$ cat config.mk
export PLATFORM = sky130hd
export DESIGN_NAME = sun_scan_ctrl
export DESIGN_NICKNAME = d
export VERILOG_FILES = /design/src/rtl/sun_pkg.sv /design/src/rtl/sun_apb_mstr.sv /design/src/rtl/sun_scan_ctrl.sv
export SDC_FILE = /design/constraint.sdc
export NUM_CORES = 1
export LEC_CHECK = 0
export CORE_ASPECT_RATIO = 1.2
export CORE_MARGIN = 1
export CORE_UTILIZATION = 30
export DETAILED_ROUTE_END_ITERATION = 6
export GPL_ROUTABILITY_DRIVEN = 0
export PLACE_DENSITY = 0.56
export SYNTH_ARGS = -nofsm -noshare
export SYNTH_HDL_FRONTEND = slang
export SYNTH_SLANG_ARGS = --single-unit
$ cat constraint.sdc
create_clock -name pclk -period 3.8 [get_ports pclk]
set_input_delay 0.76 -clock pclk [delete_from_list [all_inputs] [get_ports pclk]]
set_output_delay 0.76 -clock pclk [all_outputs]
set_load 0.03 [all_outputs]
$ cat src/rtl/sun_pkg.sv
// Shared definitions for the sun-sensor scan controller: accumulator
// register map, control command encoding and FSM state types.
package sun_pkg;

  localparam logic [31:0] ADDR_CTRL = 32'd0;
  localparam logic [31:0] ADDR_THR  = 32'd1;
  localparam logic [31:0] ADDR_XMAX = 32'd2;
  localparam logic [31:0] ADDR_YMAX = 32'd3;
  localparam logic [31:0] ADDR_PIX  = 32'd4;
  localparam logic [31:0] ADDR_STAT = 32'd5;
  localparam logic [31:0] ADDR_SUM  = 32'd6;

  localparam logic [31:0] CTRL_CLEAR = 32'd1;

  typedef enum logic [3:0] {
    S_IDLE,
    S_WR_THR,
    S_WR_XMAX,
    S_WR_YMAX,
    S_WR_CLR,
    S_PIX_WAIT,
    S_PIX_WR,
    S_GAP,
    S_RD_SUM,
    S_DONE
  } scan_state_t;

  typedef enum logic [1:0] {
    A_IDLE,
    A_SETUP,
    A_ACCESS
  } apb_state_t;

endpackage

$ cat src/rtl/sun_apb_mstr.sv
// Single-transfer APB master. A req pulse while idle launches one transfer;
// done pulses in the final ACCESS cycle with rdata valid alongside it.
// Optional macro SUN_SCAN_TIMEOUT_EN: ACCESS is force-terminated after
// TO_CYCLES cycles without pready, rdata reads as 0 and err is set sticky.
//
// state    | meaning
// A_IDLE   | bus idle, waiting for req
// A_SETUP  | psel=1, penable=0 for one cycle
// A_ACCESS | psel=1, penable=1 until pready (or timeout)
module sun_apb_mstr import sun_pkg::*; #(
  parameter int TO_CYCLES = 64
) (
  input  logic        pclk,
  input  logic        preset,
  input  logic        req,
  input  logic        wr,
  input  logic [31:0] addr,
  input  logic [31:0] wdata,
  output logic        done,
  output logic [31:0] rdata,
  output logic        err,
  output logic        psel,
  output logic        penable,
  output logic        pwrite,
  output logic [31:0] paddr,
  output logic [31:0] pwdata,
  input  logic [31:0] prdata,
  input  logic        pready
);

  apb_state_t st, st_nxt;
  logic       to_hit;

  // State register.
  always_ff @(posedge pclk) begin
    if (preset) st <= A_IDLE;
    else        st <= st_nxt;
  end

  // Address/data/direction captured at launch and held for the whole transfer.
  always_ff @(posedge pclk) begin
    if (preset) begin
      paddr  <= '0;
      pwdata <= '0;
      pwrite <= 1'b0;
    end else if (st == A_IDLE && req) begin
      paddr  <= addr;
      pwdata <= wdata;
      pwrite <= wr;
    end
  end

  // Next-state logic.
  always_comb begin
    st_nxt = st;
    case (st)
      A_IDLE:   if (req) st_nxt = A_SETUP;
      A_SETUP:  st_nxt = A_ACCESS;
      A_ACCESS: if (pready || to_hit) st_nxt = A_IDLE;
      default:  st_nxt = A_IDLE;
    endcase
  end

  assign psel    = (st != A_IDLE);
  assign penable = (st == A_ACCESS);
  assign done    = (st == A_ACCESS) && (pready || to_hit);
  assign rdata   = to_hit ? '0 : prdata;

`ifdef SUN_SCAN_TIMEOUT_EN
  localparam int TO_W = $clog2(TO_CYCLES + 1);

  logic [TO_W-1:0] to_cnt;
  logic            err_q;

  // Down-counter reloaded in SETUP; terminal count in ACCESS ends the transfer.
  always_ff @(posedge pclk) begin
    if (preset) begin
      to_cnt <= '0;
      err_q  <= 1'b0;
    end else begin
      if (st == A_SETUP)
        to_cnt <= TO_W'(TO_CYCLES - 1);
      else if (st == A_ACCESS && to_cnt != '0)
        to_cnt <= to_cnt - TO_W'(1);
      if (to_hit) err_q <= 1'b1;
    end
  end

  assign to_hit = (st == A_ACCESS) && !pready && (to_cnt == '0);
  assign err    = err_q;
`else
  assign to_hit = 1'b0;
  assign err    = 1'b0;
`endif

endmodule

$ cat src/rtl/sun_scan_ctrl.sv
// Frame sequencer for the sun-sensor accumulator: writes threshold and frame
// dimensions, clears the accumulator, streams pixels with a settling gap after
// each write, then reads back the frame sum.
// Optional macro SUN_SCAN_TIMEOUT_EN enables the APB pready timeout (err).
//
// state      | meaning
// S_IDLE     | waiting for start; cfg sampled on start
// S_WR_THR   | writing threshold
// S_WR_XMAX  | writing pixels per row
// S_WR_YMAX  | writing rows per frame
// S_WR_CLR   | writing clear command
// S_PIX_WAIT | pix_ready=1, waiting for a pixel handshake
// S_PIX_WR   | pixel write in flight
// S_GAP      | waiting PIX_GAP cycles for the slave pipeline
// S_RD_SUM   | reading the frame sum
// S_DONE     | sum_valid pulse
module sun_scan_ctrl import sun_pkg::*; #(
  parameter int PIX_GAP   = 4,
  parameter int DIM_W     = 16,
  parameter int TO_CYCLES = 64
) (
  input  logic             pclk,
  input  logic             preset,
  input  logic             start,
  input  logic [7:0]       cfg_thr,
  input  logic [DIM_W-1:0] cfg_xmax,
  input  logic [DIM_W-1:0] cfg_ymax,
  input  logic             pix_valid,
  input  logic [7:0]       pix_data,
  output logic             pix_ready,
  output logic             psel,
  output logic             penable,
  output logic             pwrite,
  output logic [31:0]      paddr,
  output logic [31:0]      pwdata,
  input  logic [31:0]      prdata,
  input  logic             pready,
  output logic             busy,
  output logic             sum_valid,
  output logic [31:0]      sum_out,
  output logic             err
);

  // PIX_GAP must be at least 1.
  localparam int GAP_W = $clog2(PIX_GAP + 1);

  scan_state_t      state, state_nxt;
  logic [7:0]       thr_q;
  logic [DIM_W-1:0] xmax_q, ymax_q;
  logic [DIM_W-1:0] x_cnt, y_cnt;
  logic [GAP_W-1:0] gap_cnt;
  logic             last_q;
  logic             issued_q;
  logic [31:0]      sum_q;

  logic             req, req_wr;
  logic [31:0]      req_addr, req_wdata;
  logic             apb_done;
  logic [31:0]      apb_rdata;

  sun_apb_mstr #(.TO_CYCLES(TO_CYCLES)) u_apb (
    .pclk    (pclk),
    .preset  (preset),
    .req     (req),
    .wr      (req_wr),
    .addr    (req_addr),
    .wdata   (req_wdata),
    .done    (apb_done),
    .rdata   (apb_rdata),
    .err     (err),
    .psel    (psel),
    .penable (penable),
    .pwrite  (pwrite),
    .paddr   (paddr),
    .pwdata  (pwdata),
    .prdata  (prdata),
    .pready  (pready)
  );

  // State register.
  always_ff @(posedge pclk) begin
    if (preset) state <= S_IDLE;
    else        state <= state_nxt;
  end

  // Next-state and transfer-request logic. Config/read transfers launch on
  // state entry (giving one idle bus cycle between transfers); a pixel write
  // launches in the handshake cycle so its SETUP lands in S_PIX_WR.
  always_comb begin
    state_nxt = state;
    req       = 1'b0;
    req_wr    = 1'b1;
    req_addr  = ADDR_CTRL;
    req_wdata = '0;
    case (state)
      S_IDLE: if (start) state_nxt = S_WR_THR;
      S_WR_THR: begin
        req       = !issued_q;
        req_addr  = ADDR_THR;
        req_wdata = {24'd0, thr_q};
        if (apb_done) state_nxt = S_WR_XMAX;
      end
      S_WR_XMAX: begin
        req       = !issued_q;
        req_addr  = ADDR_XMAX;
        req_wdata = 32'(xmax_q);
        if (apb_done) state_nxt = S_WR_YMAX;
      end
      S_WR_YMAX: begin
        req       = !issued_q;
        req_addr  = ADDR_YMAX;
        req_wdata = 32'(ymax_q);
        if (apb_done) state_nxt = S_WR_CLR;
      end
      S_WR_CLR: begin
        req       = !issued_q;
        req_addr  = ADDR_CTRL;
        req_wdata = CTRL_CLEAR;
        if (apb_done)
          state_nxt = (xmax_q == '0 || ymax_q == '0) ? S_RD_SUM : S_PIX_WAIT;
      end
      S_PIX_WAIT: begin
        req_addr  = ADDR_PIX;
        req_wdata = {24'd0, pix_data};
        if (pix_valid) begin
          req       = 1'b1;
          state_nxt = S_PIX_WR;
        end
      end
      S_PIX_WR: if (apb_done) state_nxt = S_GAP;
      S_GAP: if (gap_cnt == '0) state_nxt = last_q ? S_RD_SUM : S_PIX_WAIT;
      S_RD_SUM: begin
        req      = !issued_q;
        req_wr   = 1'b0;
        req_addr = ADDR_SUM;
        if (apb_done) state_nxt = S_DONE;
      end
      S_DONE:  state_nxt = S_IDLE;
      default: state_nxt = S_IDLE;
    endcase
  end

  // Shadow configuration, sampled only when a frame starts.
  always_ff @(posedge pclk) begin
    if (preset) begin
      thr_q  <= '0;
      xmax_q <= '0;
      ymax_q <= '0;
    end else if (state == S_IDLE && start) begin
      thr_q  <= cfg_thr;
      xmax_q <= cfg_xmax;
      ymax_q <= cfg_ymax;
    end
  end

  // Tracks whether the current state's transfer has already been launched.
  always_ff @(posedge pclk) begin
    if (preset)        issued_q <= 1'b0;
    else if (apb_done) issued_q <= 1'b0;
    else if (req)      issued_q <= 1'b1;
  end

  // Pixel position counters and last-pixel flag, advanced per completed write.
  always_ff @(posedge pclk) begin
    if (preset) begin
      x_cnt  <= '0;
      y_cnt  <= '0;
      last_q <= 1'b0;
    end else if (state == S_IDLE && start) begin
      x_cnt  <= '0;
      y_cnt  <= '0;
      last_q <= 1'b0;
    end else if (state == S_PIX_WR && apb_done) begin
      if (x_cnt == xmax_q - DIM_W'(1)) begin
        x_cnt  <= '0;
        y_cnt  <= y_cnt + DIM_W'(1);
        last_q <= (y_cnt + DIM_W'(1) == ymax_q);
      end else begin
        x_cnt  <= x_cnt + DIM_W'(1);
        last_q <= 1'b0;
      end
    end
  end

  // Settling gap down-counter, loaded as each pixel write completes.
  always_ff @(posedge pclk) begin
    if (preset)
      gap_cnt <= '0;
    else if (state == S_PIX_WR && apb_done)
      gap_cnt <= GAP_W'(PIX_GAP - 1);
    else if (state == S_GAP && gap_cnt != '0)
      gap_cnt <= gap_cnt - GAP_W'(1);
  end

  // Frame sum capture on completion of the read.
  always_ff @(posedge pclk) begin
    if (preset)                          sum_q <= '0;
    else if (state == S_RD_SUM && apb_done) sum_q <= apb_rdata;
  end

  assign pix_ready = (state == S_PIX_WAIT);
  assign busy      = (state != S_IDLE) && (state != S_DONE);
  assign sum_valid = (state == S_DONE);
  assign sum_out   = sum_q;

endmodule

==> out/results.tsv, run 1 <==
stage	metric	value	unit
worst_setup_path	cp_slowest_stage_delay	810	ps
global_routing	grt-ovfl-total	0	
synthesis	synthMuxAreaShare	4.84	%
floorplan	start_util	30.9	%
synthesis	syn-cell-area	7240	um2
worst_setup_path	rr_worst_depth	8	
synthesis	synth_fa_ha_area_share	1.04	%
global_routing	antenna_found_initial	0	
synthesis	ys.flop_type	dfxtp_1	
worst_setup_path	crit_required	3040	ps
global_routing	grt_pass1_vias	6386	
synthesis	yosysUniqueCellTypes	63	
finish	nNetsFinal	1135	
synthesis	avgSynthCellArea	7.73	um2
routing	via_per_inst	4.84	
synthesis	synth_edf_count	0	
timing	fin_crit_sh	82.6	%
placed_design	place.detailed.hpwl	14.9	mm
floorplan	die_w	144	um
timing	timing.fmax	319	MHz
worst_setup_path	crit_path_end_kind	primary output	
worst_setup_path	path_class	flop to primary output	
cts	ctsHoldBuffers	0	
worst_hold_path	holdCritPathClass	flop to flop	
timing	final.min_clock_period	3140	ps
routing	firstDrtPassIters	5	
finish	diodes	0	
global_routing	grt_max_degree	69	
finish	final_cells	1372	
timing	worst_hold_slack	453	ps
timing	fin_skew	9.92	ps
floorplan	die_area	24800	um2
finish	synthToLayoutAreaGrowth	28.6	%
synthesis	syn_inst	937	
pwr	cellPowerDensity	556	nW/um2
synthesis	yosys.area_share.simple	27.7	%
synthesis	synth_xor_area_share	6.17	%
cts	numCtsBuffers	17	
synthesis	async_reset_ff_share	0	%
floorplan	die_h	172	um
finish	seq_area	2700	um2
cts	cts_tree	yes	
routing	wl_per_cell	15.1	um
worst_setup_path	crit_family	flip-flops	
pwr	p_leak	0.00342	uW
timing	rsz0062_at_grt	no	
cts	cts_sinks	135	
cts	h-tree-depth	4	
timing	finalHoldViolCount	0	
timing	slew_viol_final	0	
routing	dr.first_iter.drc_count	331	
global_routing	grt_pass1_wl	33.2	mm
pwr	finalPower	5180	uW
routing	ant_nets	0	
cts	post_cts_buffers	0	
worst_hold_path	whs_path_depth	2	
synthesis	yosys_warnings	0	
finish	multiInputGateArea	4040	um2
job	cap_viol_max_count	0	
cts	clk_pin_slew	60	ps
routing	wirelength	20.7	mm
worst_setup_path	worst-path-stages	3	
status	status	finished clean	
finish	layout-drive-gt1-share	5.96	%
worst_setup_path	crit_buf_inv	1	
timing	tightest_slew	1010	ps
cts	clock_path_buffers	2	
placed_design	numPortBuffers	141	
floorplan	top_level_ports	188	
cts	cts_root_buf	clkbuf_16	
worst_setup_path	cp.arrival	2380	ps
routing	num_vias	6646	
timing	max_slew_margin	32.3	%
worst_setup_path	cp-start-kind	flop	
timing	tns	0	ps
worst_setup_path	cp_max_fo	25	
floorplan	core	23400	um2
worst_setup_path	crit_chain	nor2_1 > and3_1 > clkdlybuf4s50_1	
synthesis	yosysSeqAreaShare	37.3	%
synthesis	ys_seq_elements	135	
cts	insertion_delay	420	ps
floorplan	row_count	61	
finish	fill_cells	2452	
synthesis	synth-compound-area-share	13.5	%
global_routing	grt_usage	17.3	%
finish	postLayoutCoreUtil	39.8	%
pwr	peakVddDrop	0.000375	V
routing	drc	0	
timing	finalSetupViolCount	0	
worst_setup_path	cp_slowest_cell	dfxtp_1	
placed_design	placedCellCount	1340	
cts	ctsResizeCount	0	
synthesis	synth_top_family_by_area	simple AND/OR/NAND/NOR gates	
-- worst register-to-register path, stage by stage (launching register included) --
cell and delay [ps]:
dfxtp_1 380, or4_4 600, nor4_1 630, a21oi_1 140
a211oi_1 220, and4_1 230, buf_4 240, and2_1 320
mux2i_1 210
-- power by group --
| part | leakage [uW] | total (uW) | switching [uW] | internal [uW] |
|---|---|---|---|---|
| combinational | 0.00203 | 1710 | 1020 | 689 |
| clock | 0.000288 | 1700 | 695 | 1000 |
| sequential | 0.00109 | 1770 | 227 | 1540 |
-- stage by stage --
stage,cell area (um2),setup slack [ps]
5_1_grt,9320,462
6_report,9320,661
3_5_place_dp,8710,620
2_1_floorplan,7410,1140
3_3_place_gp,8710,684
4_1_cts,9320,668
-- cells in the mapped netlist (13+ instances only) --
cell type  count  share of area, %
xor2_1        22               2.7
nor2_1        44               2.3
nor4_1        18               1.6
o21ai_0       36               2.5
nand2_1      207                11
xnor2_1       29               3.5
nand4_1       16               1.4
inv_1         13              0.67
buf_4         46               4.8
nor3_1        16               1.1
clkbuf_1      56               2.9
a21oi_1       92               6.4
mux2i_1       35               4.8
or3_1         19               1.6
nand3_1       23               1.6
dfxtp_1      135                37
-- final timing paths --
kind | slack, ps | start | end
setup / recovery | 660 | state[1] | sum_valid
hold / removal | 450 | thr_q[4] | thr_q[4]
setup reg to reg | 760 | xmax_q[7] | y_cnt[1]
hold reg to reg | 450 | thr_q[4] | thr_q[4]
-- flip-flops by register name, summed over array words and instances (netlist names) --
name          cells
gap_cnt           3
issued_q          1
last_q            1
state             4
sum_out          32
thr_q             8
u_apb.paddr       3
u_apb.pwdata     16
u_apb.pwrite      1
u_apb.st          2
x_cnt            16
xmax_q           16
y_cnt            16
ymax_q           16
-- cells in the final DEF (no fill, tap or decap), types with 3 or more instances in the layout --
| cell | n |
|---|---|
| o21ai_0 | 36 |
| nor3b_1 | 3 |
| a21o_1 | 3 |
| and3_1 | 10 |
| ha_1 | 6 |
| a21oi_1 | 92 |
| conb_1 | 46 |
| xor2_1 | 22 |
| or3_1 | 19 |
| buf_4 | 17 |
| nand2_1 | 207 |
| a22oi_1 | 9 |
| nor2b_1 | 8 |
| inv_1 | 13 |
| clkinvlp_4 | 3 |
| inv_6 | 3 |
| nor3_1 | 16 |
| clkdlybuf4s50_1 | 140 |
| clkbuf_16 | 17 |
| dfxtp_1 | 135 |
| o21bai_1 | 4 |
| and2_1 | 6 |
| nand3_1 | 23 |
| nand4_1 | 16 |
| xnor2_1 | 29 |
| clkinv_4 | 4 |
| nor4b_1 | 3 |
| nand2b_1 | 11 |
| or4_1 | 4 |
| and4_1 | 7 |
| mux2i_1 | 35 |
| nor2_1 | 43 |
| nor4_1 | 17 |
| a211oi_1 | 3 |
| a211o_1 | 3 |
-- cell families after synthesis --
kind of cell	Yosys count
and+or+nand+nor	413
AOI/OAI and AO/OA	169
DFF	135
buffers and inverters	127
xor gates and xnor gates	51
muxes	35
adders and majority gates	6
other	1
-- area by class of cell --
cell class                 instances  share of cell area (%)
clock buffer                      18                    4.71
clock inverter                    14                    1.79
inverter                          13                   0.524
multi-input combinational        720                    43.3
sequential                       135                    29.0
tap                              315                    4.23
timing repair buffer             157                    16.4
-- routing by layer --
layer  vias up  share of wire, %  track usage (%)
met4         0               1.3             5.00
met1      3105                43             20.8
li1       3339                 -                -
met2       185                49             29.3
met3        17               6.7             5.34
met5         -                 0                0
No activity file was read; power rests on OpenSTA's default activity.
==> run 2, diff against run 1 <==
==> constraint.sdc (replaced) <==
create_clock -name pclk -period 3 [get_ports pclk]
set_input_delay 0.6 -clock pclk [delete_from_list [all_inputs] [get_ports pclk]]
set_output_delay 0.6 -clock pclk [all_outputs]
set_load 0.03 [all_outputs]
==> run 2 against run 1 <==
  * Worst hold slack gained 1.5 ps
  * Core utilization grew 0.68 points
  * Final cell count grew 1.3%
  * Highest routed layer unchanged
==> out/results.tsv, run 2 (same netlist as run 1, synthesis figures left out) <==
stage	metric	value	unit
status	status	finished clean	
floorplan	start_util	30.9	%
global_routing	grt_pass1_wl	33.7	mm
finish	synthToLayoutAreaGrowth	30.8	%
floorplan	row_count	61	
pwr	switching_share	36.8	%
worst_setup_path	crit_path_end_kind	flop	
global_routing	antenna_found_initial	0	
global_routing	grt_pass1_vias	6398	
global_routing	grt-ovfl-total	0	
finish	nNetsFinal	1153	
finish	largest_register_ffs	32	
cts	cts_sinks	135	
cts	cts_root_buf	clkbuf_16	
cts	insertion_delay	430	ps
floorplan	die_h	172	um
pwr	share_comb_of_total_power	35.0	%
cts	cts_tree	yes	
worst_setup_path	crit_required	3310	ps
job	cap_viol_max_count	0	
worst_setup_path	cp-start-kind	flop	
worst_setup_path	rr_worst_depth	9	
finish	postLayoutCoreUtil	40.4	%
global_routing	top_usage_layer	met2	
worst_setup_path	cp.arrival	3130	ps
finish	final_area	9480	um2
placed_design	placed_cell_area	8860	um2
worst_setup_path	cp_max_fo	9	
routing	drc	0	
finish	fill_cells	2462	
global_routing	grt_max_degree	68	
timing	slew_viol_final	0	
finish	seq_area	2700	um2
timing	fin_skew	8.60	ps
global_routing	grt_usage	17.6	%
pwr	cellPowerDensity	707	nW/um2
routing	via_per_inst	4.83	
routing	wl_per_cell	15.1	um
worst_hold_path	holdCritPathClass	flop to flop	
cts	clk_pin_slew	70	ps
cts	clock_path_buffers	2	
pwr	intPower	4240	uW
finish	diodes	0	
routing	num_vias	6719	
routing	firstDrtPassIters	5	
timing	rsz0062_at_grt	no	
finish	layout_commonest_cell	nand2_1	
finish	layout-drive-gt1-share	7.91	%
floorplan	core	23400	um2
global_routing	met1_usage	22.2	%
cts	numCtsBuffers	17	
routing	wirelength	20.9	mm
worst_hold_path	whs_path_depth	2	
pwr	p_switching	2470	uW
floorplan	die_w	144	um
pwr	seq_power_share	32.5	%
timing	fin_crit_sh	94.0	%
timing	finalHoldViolCount	0	
finish	layout_common_cells	nand2_1, clkdlybuf4s50_1, dfxtp_1, a21oi_1, conb_1	
placed_design	place.detailed.hpwl	15.0	mm
routing	dr.first_iter.drc_count	350	
timing	worst_hold_slack	454	ps
finish	multiInputGateArea	4050	um2
placed_design	numPortBuffers	141	
timing	tightest_slew	745	ps
floorplan	top_level_ports	188	
timing	final.min_clock_period	2820	ps
timing	finalSetupViolCount	0	
worst_setup_path	path_class	flop to flop	
floorplan	die_area	24800	um2
global_routing	globalRouteMet2Util	28.9	%
routing	ant_nets	0	
pwr	clockPowerShare	32.5	%
pwr	peakVddDrop	0.000407	V
timing	tns	0	ps
global_routing	grt_util_met3	4.29	%
cts	h-tree-depth	4	
pwr	p_leak	0.00351	uW
timing	timing.fmax	355	MHz
timing	max_slew_margin	50.3	%
run 2: layout make-up:
cell class                 instances  share of cell area (%)
inverter                          13                   0.515
multi-input combinational        720                    42.7
clock buffer                      18                    4.53
clock inverter                    14                    1.85
sequential                       135                    28.5
tap                              315                    4.16
timing repair buffer             175                    17.7
run 2: layer usage:
layer,wire (um),vias to the layer above
met5,0,-
met3,1210,22
met4,329,0
met1,9230,3153
li1,-,3360
met2,10200,184
run 2: critical path: stages (launching register included):
cell	delay [ps]
dfxtp_1	410
inv_1	120
ha_1	230
or3b_4	460
or4_1	480
a211oi_1	240
and4_1	310
buf_4	200
nand4bb_1	130
mux2i_1	130
run 2: metrics by stage:
stage / setup slack (ps) / total power, uW / instances
after floorplan: 336 / 3780 / 982
after global placement: 103 / 4560 / 1358
after detailed placement: 47.0 / 4550 / 1358
after CTS: 118 / 6760 / 1390
after global routing: 39.8 / 7100 / 1390
final: 180 / 6700 / 1390
run 2: timing repair:
action,in CTS,in global routing
gates resized for setup,0,5
setup buffers,0,0
endpoints found under the setup margin,0,36
hold buffers,0,0
run 2: power by group through the flow:
stage / clock network (uW) / logic (uW) / registers [uW]
2_1_floorplan: 0 / 1630 / 2150
3_3_place_gp: 0 / 2340 / 2220
3_5_place_dp: 0 / 2330 / 2220
4_1_cts: 2230 / 2350 / 2180
5_1_grt: 2300 / 2600 / 2210
6_report: 2180 / 2350 / 2180
run 2: final timing paths:
check	startpoint	slack (ps)	endpoint
worst max-delay path	xmax_q[0]	180	y_cnt[3]
worst min-delay path	sum_out[19]	450	sum_out[19]
worst max register to register	xmax_q[0]	180	y_cnt[3]
worst min register to register	sum_out[19]	450	sum_out[19]
